File: src/rtl/keypad_cmd_ctrl_pkg.sv
// Shared definitions for the keypad command sequencer: key codes, target
// encodings, FSM states and small key-classification helpers.
package keypad_cmd_ctrl_pkg;

  // Scanner key codes (0-9 are decimal digits)
  localparam logic [3:0] KEY_DIGIT_MAX = 4'd9;
  localparam logic [3:0] KEY_CLEAR     = 4'd10;
  localparam logic [3:0] KEY_ENTER     = 4'd11;
  localparam logic [3:0] KEY_SEL_TEMP  = 4'd12;
  localparam logic [3:0] KEY_SEL_LIGHT = 4'd13;
  localparam logic [3:0] KEY_SEL_FEED  = 4'd14;
  localparam logic [3:0] KEY_CANCEL    = 4'd15;

  // Command target encodings
  localparam logic [1:0] TGT_TEMP  = 2'd0;
  localparam logic [1:0] TGT_LIGHT = 2'd1;
  localparam logic [1:0] TGT_FEED  = 2'd2;

  typedef enum logic [1:0] {
    ST_IDLE  = 2'd0,
    ST_SEL   = 2'd1,
    ST_ENTRY = 2'd2,
    ST_WAIT  = 2'd3
  } state_e;

  function automatic logic is_digit(input logic [3:0] code);
    return (code <= KEY_DIGIT_MAX);
  endfunction

  function automatic logic is_select(input logic [3:0] code);
    return (code == KEY_SEL_TEMP) || (code == KEY_SEL_LIGHT) || (code == KEY_SEL_FEED);
  endfunction

  function automatic logic [1:0] select_target(input logic [3:0] code);
    logic [1:0] tgt;
    case (code)
      KEY_SEL_TEMP:  tgt = TGT_TEMP;
      KEY_SEL_LIGHT: tgt = TGT_LIGHT;
      KEY_SEL_FEED:  tgt = TGT_FEED;
      default:       tgt = TGT_TEMP;
    endcase
    return tgt;
  endfunction

endpackage

File: src/rtl/keypad_cmd_ctrl_key_event_sync.sv
// Key input stage: 2-FF synchroniser on the push level, rising-edge detect
// and code capture. One event per press; a key already held when reset is
// released must be let go before it can produce an event.
module key_event_sync (
  input  logic       clk,
  input  logic       rst_n,
  input  logic [3:0] key_code_i,
  input  logic       key_push_i,
  output logic       evt_valid_o,
  output logic [3:0] evt_code_o
);

  logic       sync1_q;
  logic       sync2_q;
  logic       prev_q;
  logic [1:0] settle_q;
  logic       armed_q;
  logic       evt_valid_q;
  logic [3:0] evt_code_q;
  logic       settled_s;
  logic       rise_s;

  // The chain reads 0 for two cycles after reset regardless of the key, so
  // arming waits until the synchronised level is trustworthy and low.
  assign settled_s = (settle_q == 2'd2);
  assign rise_s    = sync2_q & ~prev_q & armed_q;

  // Synchronise, detect the rising edge and register the event with its code
  always_ff @(posedge clk or negedge rst_n) begin
    if (!rst_n) begin
      sync1_q     <= 1'b0;
      sync2_q     <= 1'b0;
      prev_q      <= 1'b0;
      settle_q    <= 2'd0;
      armed_q     <= 1'b0;
      evt_valid_q <= 1'b0;
      evt_code_q  <= 4'd0;
    end else begin
      sync1_q <= key_push_i;
      sync2_q <= sync1_q;
      prev_q  <= sync2_q;
      if (!settled_s) begin
        settle_q <= settle_q + 2'd1;
      end
      if (settled_s && !sync2_q) begin
        armed_q <= 1'b1;
      end
      evt_valid_q <= rise_s;
      if (rise_s) begin
        evt_code_q <= key_code_i;
      end
    end
  end

  assign evt_valid_o = evt_valid_q;
  assign evt_code_o  = evt_code_q;

endmodule

File: src/rtl/keypad_cmd_ctrl.sv
// Keypad command sequencer: select a target, type up to MAX_DIGITS decimal
// digits, press ENTER; the command is offered to the register bank with a
// valid/ready handshake. Stalled entries are aborted after TIMEOUT_CYC cycles.
module keypad_cmd_ctrl
  import keypad_cmd_ctrl_pkg::*;
#(
  parameter int MAX_DIGITS  = 3,
  parameter int VAL_W       = 10,
  parameter int MAX_VALUE   = 999,
  parameter int TIMEOUT_CYC = 50000000
) (
  input  logic             clk,
  input  logic             rst_n,
  input  logic [3:0]       key_code,
  input  logic             key_push,
  input  logic             cmd_ready,
  output logic             cmd_valid,
  output logic [1:0]       cmd_target,
  output logic [VAL_W-1:0] cmd_value,
  output logic             busy,
  output logic             err,
  output logic [2:0]       digit_cnt
);

  // Accumulator has 4 spare bits so acc*10+digit cannot wrap before the range check
  localparam int ACC_W = VAL_W + 4;
  localparam int TMR_W = (TIMEOUT_CYC > 1) ? $clog2(TIMEOUT_CYC) : 1;
  localparam logic [TMR_W-1:0] TMO_LAST  = TMR_W'(TIMEOUT_CYC - 1);
  localparam logic [ACC_W-1:0] VALUE_MAX = ACC_W'(MAX_VALUE);
  localparam logic [2:0]       DIG_MAX   = 3'(MAX_DIGITS);

  logic             evt_valid_s;
  logic [3:0]       evt_code_s;
  logic [ACC_W-1:0] acc_next_s;

  state_e           state_q;
  logic [ACC_W-1:0] acc_q;
  logic [2:0]       digit_cnt_q;
  logic [1:0]       tgt_q;
  logic [TMR_W-1:0] timer_q;
  logic             cmd_valid_q;
  logic [1:0]       cmd_target_q;
  logic [VAL_W-1:0] cmd_value_q;
  logic             busy_q;
  logic             err_q;

  key_event_sync u_key_event_sync (
    .clk         (clk),
    .rst_n       (rst_n),
    .key_code_i  (key_code),
    .key_push_i  (key_push),
    .evt_valid_o (evt_valid_s),
    .evt_code_o  (evt_code_s)
  );

  assign acc_next_s = (acc_q << 3) + (acc_q << 1) + ACC_W'(evt_code_s);

  // Command FSM with accumulator, timeout counter and registered outputs
  always_ff @(posedge clk or negedge rst_n) begin
    if (!rst_n) begin
      state_q      <= ST_IDLE;
      acc_q        <= '0;
      digit_cnt_q  <= 3'd0;
      tgt_q        <= 2'd0;
      timer_q      <= '0;
      cmd_valid_q  <= 1'b0;
      cmd_target_q <= 2'd0;
      cmd_value_q  <= '0;
      busy_q       <= 1'b0;
      err_q        <= 1'b0;
    end else begin
      err_q <= 1'b0;
      case (state_q)
        ST_IDLE: begin
          timer_q <= '0;
          if (evt_valid_s && is_select(evt_code_s)) begin
            tgt_q       <= select_target(evt_code_s);
            acc_q       <= '0;
            digit_cnt_q <= 3'd0;
            busy_q      <= 1'b1;
            state_q     <= ST_SEL;
          end
        end

        ST_SEL: begin
          if (timer_q == TMO_LAST) begin
            // Timeout wins over a key event arriving in the same cycle
            err_q       <= 1'b1;
            acc_q       <= '0;
            digit_cnt_q <= 3'd0;
            timer_q     <= '0;
            busy_q      <= 1'b0;
            state_q     <= ST_IDLE;
          end else if (evt_valid_s) begin
            timer_q <= '0;
            if (is_digit(evt_code_s)) begin
              acc_q       <= ACC_W'(evt_code_s);
              digit_cnt_q <= 3'd1;
              state_q     <= ST_ENTRY;
            end else if (is_select(evt_code_s)) begin
              tgt_q <= select_target(evt_code_s);
            end else if (evt_code_s == KEY_ENTER) begin
              err_q   <= 1'b1;
              busy_q  <= 1'b0;
              state_q <= ST_IDLE;
            end else if (evt_code_s == KEY_CANCEL) begin
              busy_q  <= 1'b0;
              state_q <= ST_IDLE;
            end
          end else begin
            timer_q <= timer_q + TMR_W'(1);
          end
        end

        ST_ENTRY: begin
          if (timer_q == TMO_LAST) begin
            err_q       <= 1'b1;
            acc_q       <= '0;
            digit_cnt_q <= 3'd0;
            timer_q     <= '0;
            busy_q      <= 1'b0;
            state_q     <= ST_IDLE;
          end else if (evt_valid_s) begin
            timer_q <= '0;
            if (is_digit(evt_code_s)) begin
              // Digits beyond MAX_DIGITS are silently dropped
              if (digit_cnt_q < DIG_MAX) begin
                acc_q       <= acc_next_s;
                digit_cnt_q <= digit_cnt_q + 3'd1;
              end
            end else if (evt_code_s == KEY_CLEAR) begin
              acc_q       <= '0;
              digit_cnt_q <= 3'd0;
              state_q     <= ST_SEL;
            end else if (evt_code_s == KEY_CANCEL) begin
              acc_q       <= '0;
              digit_cnt_q <= 3'd0;
              busy_q      <= 1'b0;
              state_q     <= ST_IDLE;
            end else if (evt_code_s == KEY_ENTER) begin
              if (acc_q > VALUE_MAX) begin
                err_q       <= 1'b1;
                acc_q       <= '0;
                digit_cnt_q <= 3'd0;
                state_q     <= ST_SEL;
              end else begin
                cmd_value_q  <= acc_q[VAL_W-1:0];
                cmd_target_q <= tgt_q;
                cmd_valid_q  <= 1'b1;
                state_q      <= ST_WAIT;
              end
            end
          end else begin
            timer_q <= timer_q + TMR_W'(1);
          end
        end

        ST_WAIT: begin
          // Key events are dropped here; command held until accepted
          timer_q <= '0;
          if (cmd_ready) begin
            cmd_valid_q <= 1'b0;
            acc_q       <= '0;
            digit_cnt_q <= 3'd0;
            busy_q      <= 1'b0;
            state_q     <= ST_IDLE;
          end
        end

        default: begin
          acc_q       <= '0;
          digit_cnt_q <= 3'd0;
          timer_q     <= '0;
          cmd_valid_q <= 1'b0;
          busy_q      <= 1'b0;
          state_q     <= ST_IDLE;
        end
      endcase
    end
  end

  assign cmd_valid  = cmd_valid_q;
  assign cmd_target = cmd_target_q;
  assign cmd_value  = cmd_value_q;
  assign busy       = busy_q;
  assign err        = err_q;
  assign digit_cnt  = digit_cnt_q;

endmodule

File: config.mk
export PLATFORM = sky130hd
export DESIGN_NAME = keypad_cmd_ctrl
export DESIGN_NICKNAME = d
export VERILOG_FILES = /design/src/rtl/keypad_cmd_ctrl_pkg.sv /design/src/rtl/keypad_cmd_ctrl_key_event_sync.sv /design/src/rtl/keypad_cmd_ctrl.sv
export SDC_FILE = /design/constraint.sdc
export NUM_CORES = 1
export LEC_CHECK = 0
export BUFFER_PORTS_ARGS = -buffer_cell sky130_fd_sc_hd__buf_2
export CAP_MARGIN = 20
export CORE_MARGIN = 2
export CORE_UTILIZATION = 55
export CTS_CLUSTER_DIAMETER = 50
export DETAILED_ROUTE_END_ITERATION = 8
export PLACE_DENSITY = 0.82
export RECOVER_POWER = 25
export SETUP_SLACK_MARGIN = 0.15
export SLEW_MARGIN = 20
export SYNTH_ARGS = -nofsm -noshare
export SYNTH_HDL_FRONTEND = slang
export SYNTH_SLANG_ARGS = --single-unit
File: constraint.sdc
create_clock -name clk -period 6.95 [get_ports clk]
set_clock_uncertainty 0.15 [all_clocks]
set_input_delay 0.695 -clock clk [delete_from_list [all_inputs] [get_ports clk]]
set_output_delay 0.695 -clock clk [all_outputs]
set_load 0.1 [all_outputs]
Yosys cells after proc, flatten, opt, wreduce, memory -nomap -nowiden
Cells that the tools add are included.
- flip-flop bits (word level): 73
- bits of input ports: 8
- output and inout bits: 18
- logic and storage cells: 174
- $add $sub $neg: 5
- magnitude comparators: 3
- eq/ne operators: 37
- multiplexer cells: 88
- bitwise operators: 8
- reductions and logical operators: 16
- operators by type and width (operator ; count):
    14-bit two-way mux ; 13
    14-bit case mux with 4 select lines ; 1
    26-bit two-way mux ; 2
    26-bit case mux with 2 select lines ; 1
    2-bit two-way mux ; 20
    3-bit two-way mux ; 13
    8-bit AND reduction ; 4
    1-bit two-way mux ; 31
    26-bit by 1-bit adder with 26-bit output (second input constant) ; 1
    26-bit == test (second input constant) ; 1
    4-bit == test (second input constant) ; 6
    2-bit inequality test (second input constant) ; 11
    3-bit inequality test (second input constant) ; 5
    14-bit adder ; 1
    14-bit by 4-bit adder with 14-bit output ; 1
    14-bit by 10-bit greater-than comparator with 1-bit output (second input constant) ; 1
    6-bit inequality test (second input constant) ; 2
    3-bit case mux with 4 select lines ; 1
    5-bit inequality test (second input constant) ; 2
    9-bit AND reduction ; 1
    4-bit inequality test (second input constant) ; 2
    2-bit case mux with 2 select lines ; 2
    2-bit case mux with 4 select lines ; 1
    2-bit == test (second input constant) ; 3
    other kinds (18) ; 31

Longest topological paths before layout
- depth after elaboration: 9
- gate-level depth with buffers: 11
- gate-level depth less buffers: 10

By module
From an unflattened synthesis, not the netlist that was laid out.
- cells, all modules: 434
- area, all modules: 4473.0 um2
- modules (own cells, without submodules) (module ; times used ; cells an instance ; area each (um2) ; sequential area each (um2)):
    keypad_cmd_ctrl ; 1 ; 410 ; 4063.9 ; 1551.5
    key_event_sync ; 1 ; 24 ; 409.1 ; 275.3

Worst setup path before layout
OpenSTA, ideal clock, no wires.
- path type: reg-to-reg
- start point: register u_key_event_sync.evt_code_q[3] (netlist: u_key_event_sync.evt_code_o[3])
- end point: register acc_q[12]
- data arrival time: 2.609 ns
- slack: 4.125 ns
- cell stages (with the launch flop): 11
- clock period less this slack: 2.825 ns
- cell sequence: dfrtp_1 clkbuf_1 inv_1 fa_1 fa_1 nor2b_1 o31a_1 o211a_1 nor2_1 o311ai_0 a22o_1
- longest elaborated chain between the ends: 7
- elaborated cells on any way between the ends: 24
- classes of those cells: add/sub (1); order compare (1); eq/ne (11); mux (7); reduce/logical (4)
- RTL lines (item ; RTL line ; source):
    start, declared ; keypad_cmd_ctrl_key_event_sync.sv:19 ; logic [3:0] evt_code_q;
    start signal, assigned ; keypad_cmd_ctrl_key_event_sync.sv:50 ; evt_code_q <= key_code_i;
    parallel branches: the longest is 7 deep, another holds 14-bit by 4-bit adder with 14-bit output ; - ;
    end signal, assigned ; keypad_cmd_ctrl.sv:97 ; acc_q <= ACC_W'(evt_code_s);
    end signal, assigned ; keypad_cmd_ctrl.sv:128 ; acc_q <= acc_next_s;
    end, declared ; keypad_cmd_ctrl.sv:37 ; logic [ACC_W-1:0] acc_q;
Parallel ways; which one is timed is not known. The select of a mux whose other input is x is not followed.
A chain may end at the register's enable or synchronous reset.

==> results.toml <==
[run_status]
outcome = "finished, violations left"
violations = "max-capacitance violations, max-slew violations"

[logic_synthesis]
synth_area_mm2 = 0.00413
synth_seq_cells = 73
synth_edf_count = 0
netlist_top_cells_area = "dfrtp_1 44%, ha_1 8.8%, mux2_2 4.4%"
yosys.area.top_type = "dfrtp_1"
synthDistinctLibCells = 58
yosysTopAreaCellShare = 0.442
syn-mean-instance-area_um2 = 10.0
synthCells = 412
synthArstFlopShare = 1.00
synth_ff_type = "dfrtp_1"
syn_nets = 451
seq_area_frac_synth = 0.442
ys_warn_count = 0

[timing]
maxSlewViolCount = 74
hold_viol_final = 0
rsz0062_at_grt = "false"
layout_min_cycle_time_ps = 4000
period_share = 0.576
fmax_ghz = 0.250
fin_setup_tns_ps = 0
worst_slew_pin_slew_ps = 3780
setup_viol = 0
timing.slew.headroom = -1.52

[worst_setup_path]
cpPeakStageDelay_ps = 2650
crit_buf_inv = 2
arrival_ps = 3450
crit_path_top_delay_cell = "clkbuf_1"
critPathLaunchType = "primary input"
critPathMaxFanout = 73
end_kind = "async pin"
crit_chain = "buf_2 > clkbuf_1"
path_class = "primary input to async pin"
cp_data_required_time_ps = 6390
path_delay_family = "buffers and inverters"

[cells_and_area]
layout-drive-gt1-share = 0.150
nFillCells = 605
utilization = 0.622
mostFrequentLayoutCell = "dfrtp_1"
multi_input_area_mm2 = 0.00214
most-common-layout-cells = "73 x dfrtp_1, 40 x nor2_1, 31 x nand2_1, 29 x ha_1"
area_growth_pct = 9.23
antenna_cells = 0
fin_nets = 474
regArea_mm2 = 0.00183

[clocking]
numCtsBuffers = 9
cts_tree = "done"
cts.sinks = 73
clockBufferDepth = 2
clk_latency_ps = 360
htree_levels = 3
root_buffer = "clkbuf_8"
path_clk_slew_ps = 70
post_cts_buffers = 0
holdBufCountCts = 0
cts.repair.resized = 0

[route]
vias_per_cell = 5.72
post_drt_wl_per_cell_um = 14.9
dr_total_vias = 3085
drt.antenna.violating_nets = 0
drtPass1Iterations = 4
drt_wl_total_um = 8060
drc = 0
drt_iter0_markers = 245

[grt]
grt_max_degree = 74
grt_pass1_wl_um = 13900
grt.total_usage = 0.209
gr-total-overflow = 0
antenna_found_initial = 0
grt_pass1_vias = 3037

[floorplan]
fp.dieW_um = 90.7
core_area_mm2 = 0.00725
io_pins = 26
die_y_um = 90.7
initial_utilization = 0.570
rows = 31
dieArea_mm2 = 0.00822

[placement]
gp_congestion = 0.859
hpwl_um = 5660
portBuffers = 25

[min_path]
hold_path.class = "register to register"

[power]
peakVddDrop_uv = 172
p_leak_nw = 2.22
p_per_area_mw_per_mm2 = 305

[run]
cap_violations = 1
metal layers:
| metal | wire length [µm] | vias to the layer above | global-route usage | part of all wire |
|---|---|---|---|---|
| met2 | 3900 | 52 | 0.343 | 0.48 |
| met5 | 0 | - | 0 | 0 |
| met4 | 115 | 0 | 0.0718 | 0.014 |
| li1 | - | 1499 | - | - |
| met1 | 3760 | 1524 | 0.276 | 0.47 |
| met3 | 273 | 10 | 0.0442 | 0.034 |
cell families (layout without fill, tap and decap cells):
| kind of cell | count (synthesis) | count (layout) | synth area share |
|---|---|---|---|
| buffers and inverters | 39 | 67 | 0.0406 |
| AND/OR/NAND/NOR | 139 | 139 | 0.168 |
| adder cells (fa/ha/maj) | 31 | 31 | 0.0975 |
| AO/OA/AOI/OAI | 80 | 80 | 0.136 |
| XOR/XNOR | 34 | 34 | 0.0721 |
| multiplexers | 16 | 16 | 0.0436 |
| flip-flops | 73 | 73 | 0.442 |
Yosys cell counts (2+ instances only):
cell       n
a211o_1    2
a211oi_1   3
a21boi_0   2
a21o_1     8
a21oi_1    8
a22o_1     5
and3_1     4
and4_1     3
buf_2      5
buf_6      2
clkbuf_1   7
dfrtp_1   73
fa_1       2
ha_1      29
inv_1     25
mux2_2    16
nand2_1   31
nand2b_1   4
nand3_1   17
nand4_1    9
nor2_1    40
nor2b_1    9
nor3_1     4
nor4_1     5
o211a_1    2
o21a_1     3
o21ai_0   23
o31a_1     2
o31ai_1    6
or2_2      3
xnor2_1   14
xor2_1    20
flip-flops by register name, summed over array words and instances (netlist names):
signal,flops
tgt_q,2
u_key_event_sync.evt_code_o,4
u_key_event_sync.sync1_q,1
err,1
cmd_valid,1
cmd_value,10
state_q,2
cmd_target,2
busy,1
digit_cnt,3
u_key_event_sync.armed_q,1
timer_q,26
u_key_event_sync.settle_q,2
u_key_event_sync.prev_q,1
u_key_event_sync.evt_valid_o,1
u_key_event_sync.sync2_q,1
acc_q,14
final cells by class:
type / instances / share of cell area
Clock buffer: 10 / 0.0305
Clock inverter: 6 / 0.0144
Inverter: 25 / 0.0208
Multi-Input combinational cell: 300 / 0.474
Sequential cell: 73 / 0.405
Tap cell: 99 / 0.0274
Timing Repair Buffer: 26 / 0.0285
power breakdown:
group	switching, mW	internal, mW	total [mW]
clock	0.166	0.176	0.342
combinational	0.358	0.164	0.523
sequential	0.0442	0.468	0.513
total	0.568	0.809	1.38
stage by stage:
stage / hold WS, ps / power (mW) / setup slack (ps) / instances / area (µm²)
floorplan: 181 / 0.942 / 4120 / 412 / 4130
global placement: 217 / 1.02 / 4120 / 523 / 4320
detailed placement: 213 / 1.04 / 4040 / 523 / 4320
CTS: 231 / 1.38 / 4010 / 539 / 4520
global route: 240 / 1.46 / 2030 / 539 / 4510
finish: 234 / 1.38 / 2950 / 539 / 4510
path summary, 6_finish.rpt:
check / startpoint / end / slack, ps / cells after the start
setup / recovery: rst_n / acc_q[4] / 2950 / 2
hold / removal: u_key_event_sync.sync1_q / u_key_event_sync.sync2_q / 230 / 0
setup reg to reg: u_key_event_sync.evt_code_o[3] / acc_q[12] / 3980 / 9
hold reg to reg: u_key_event_sync.sync1_q / u_key_event_sync.sync2_q / 230 / 0
max in group clk: u_key_event_sync.evt_code_o[3] / acc_q[12] / 3980 / 9
min in group asynchronous: rst_n / acc_q[9] / 1600 / 2
No activity file was read; power rests on OpenSTA's default activity.
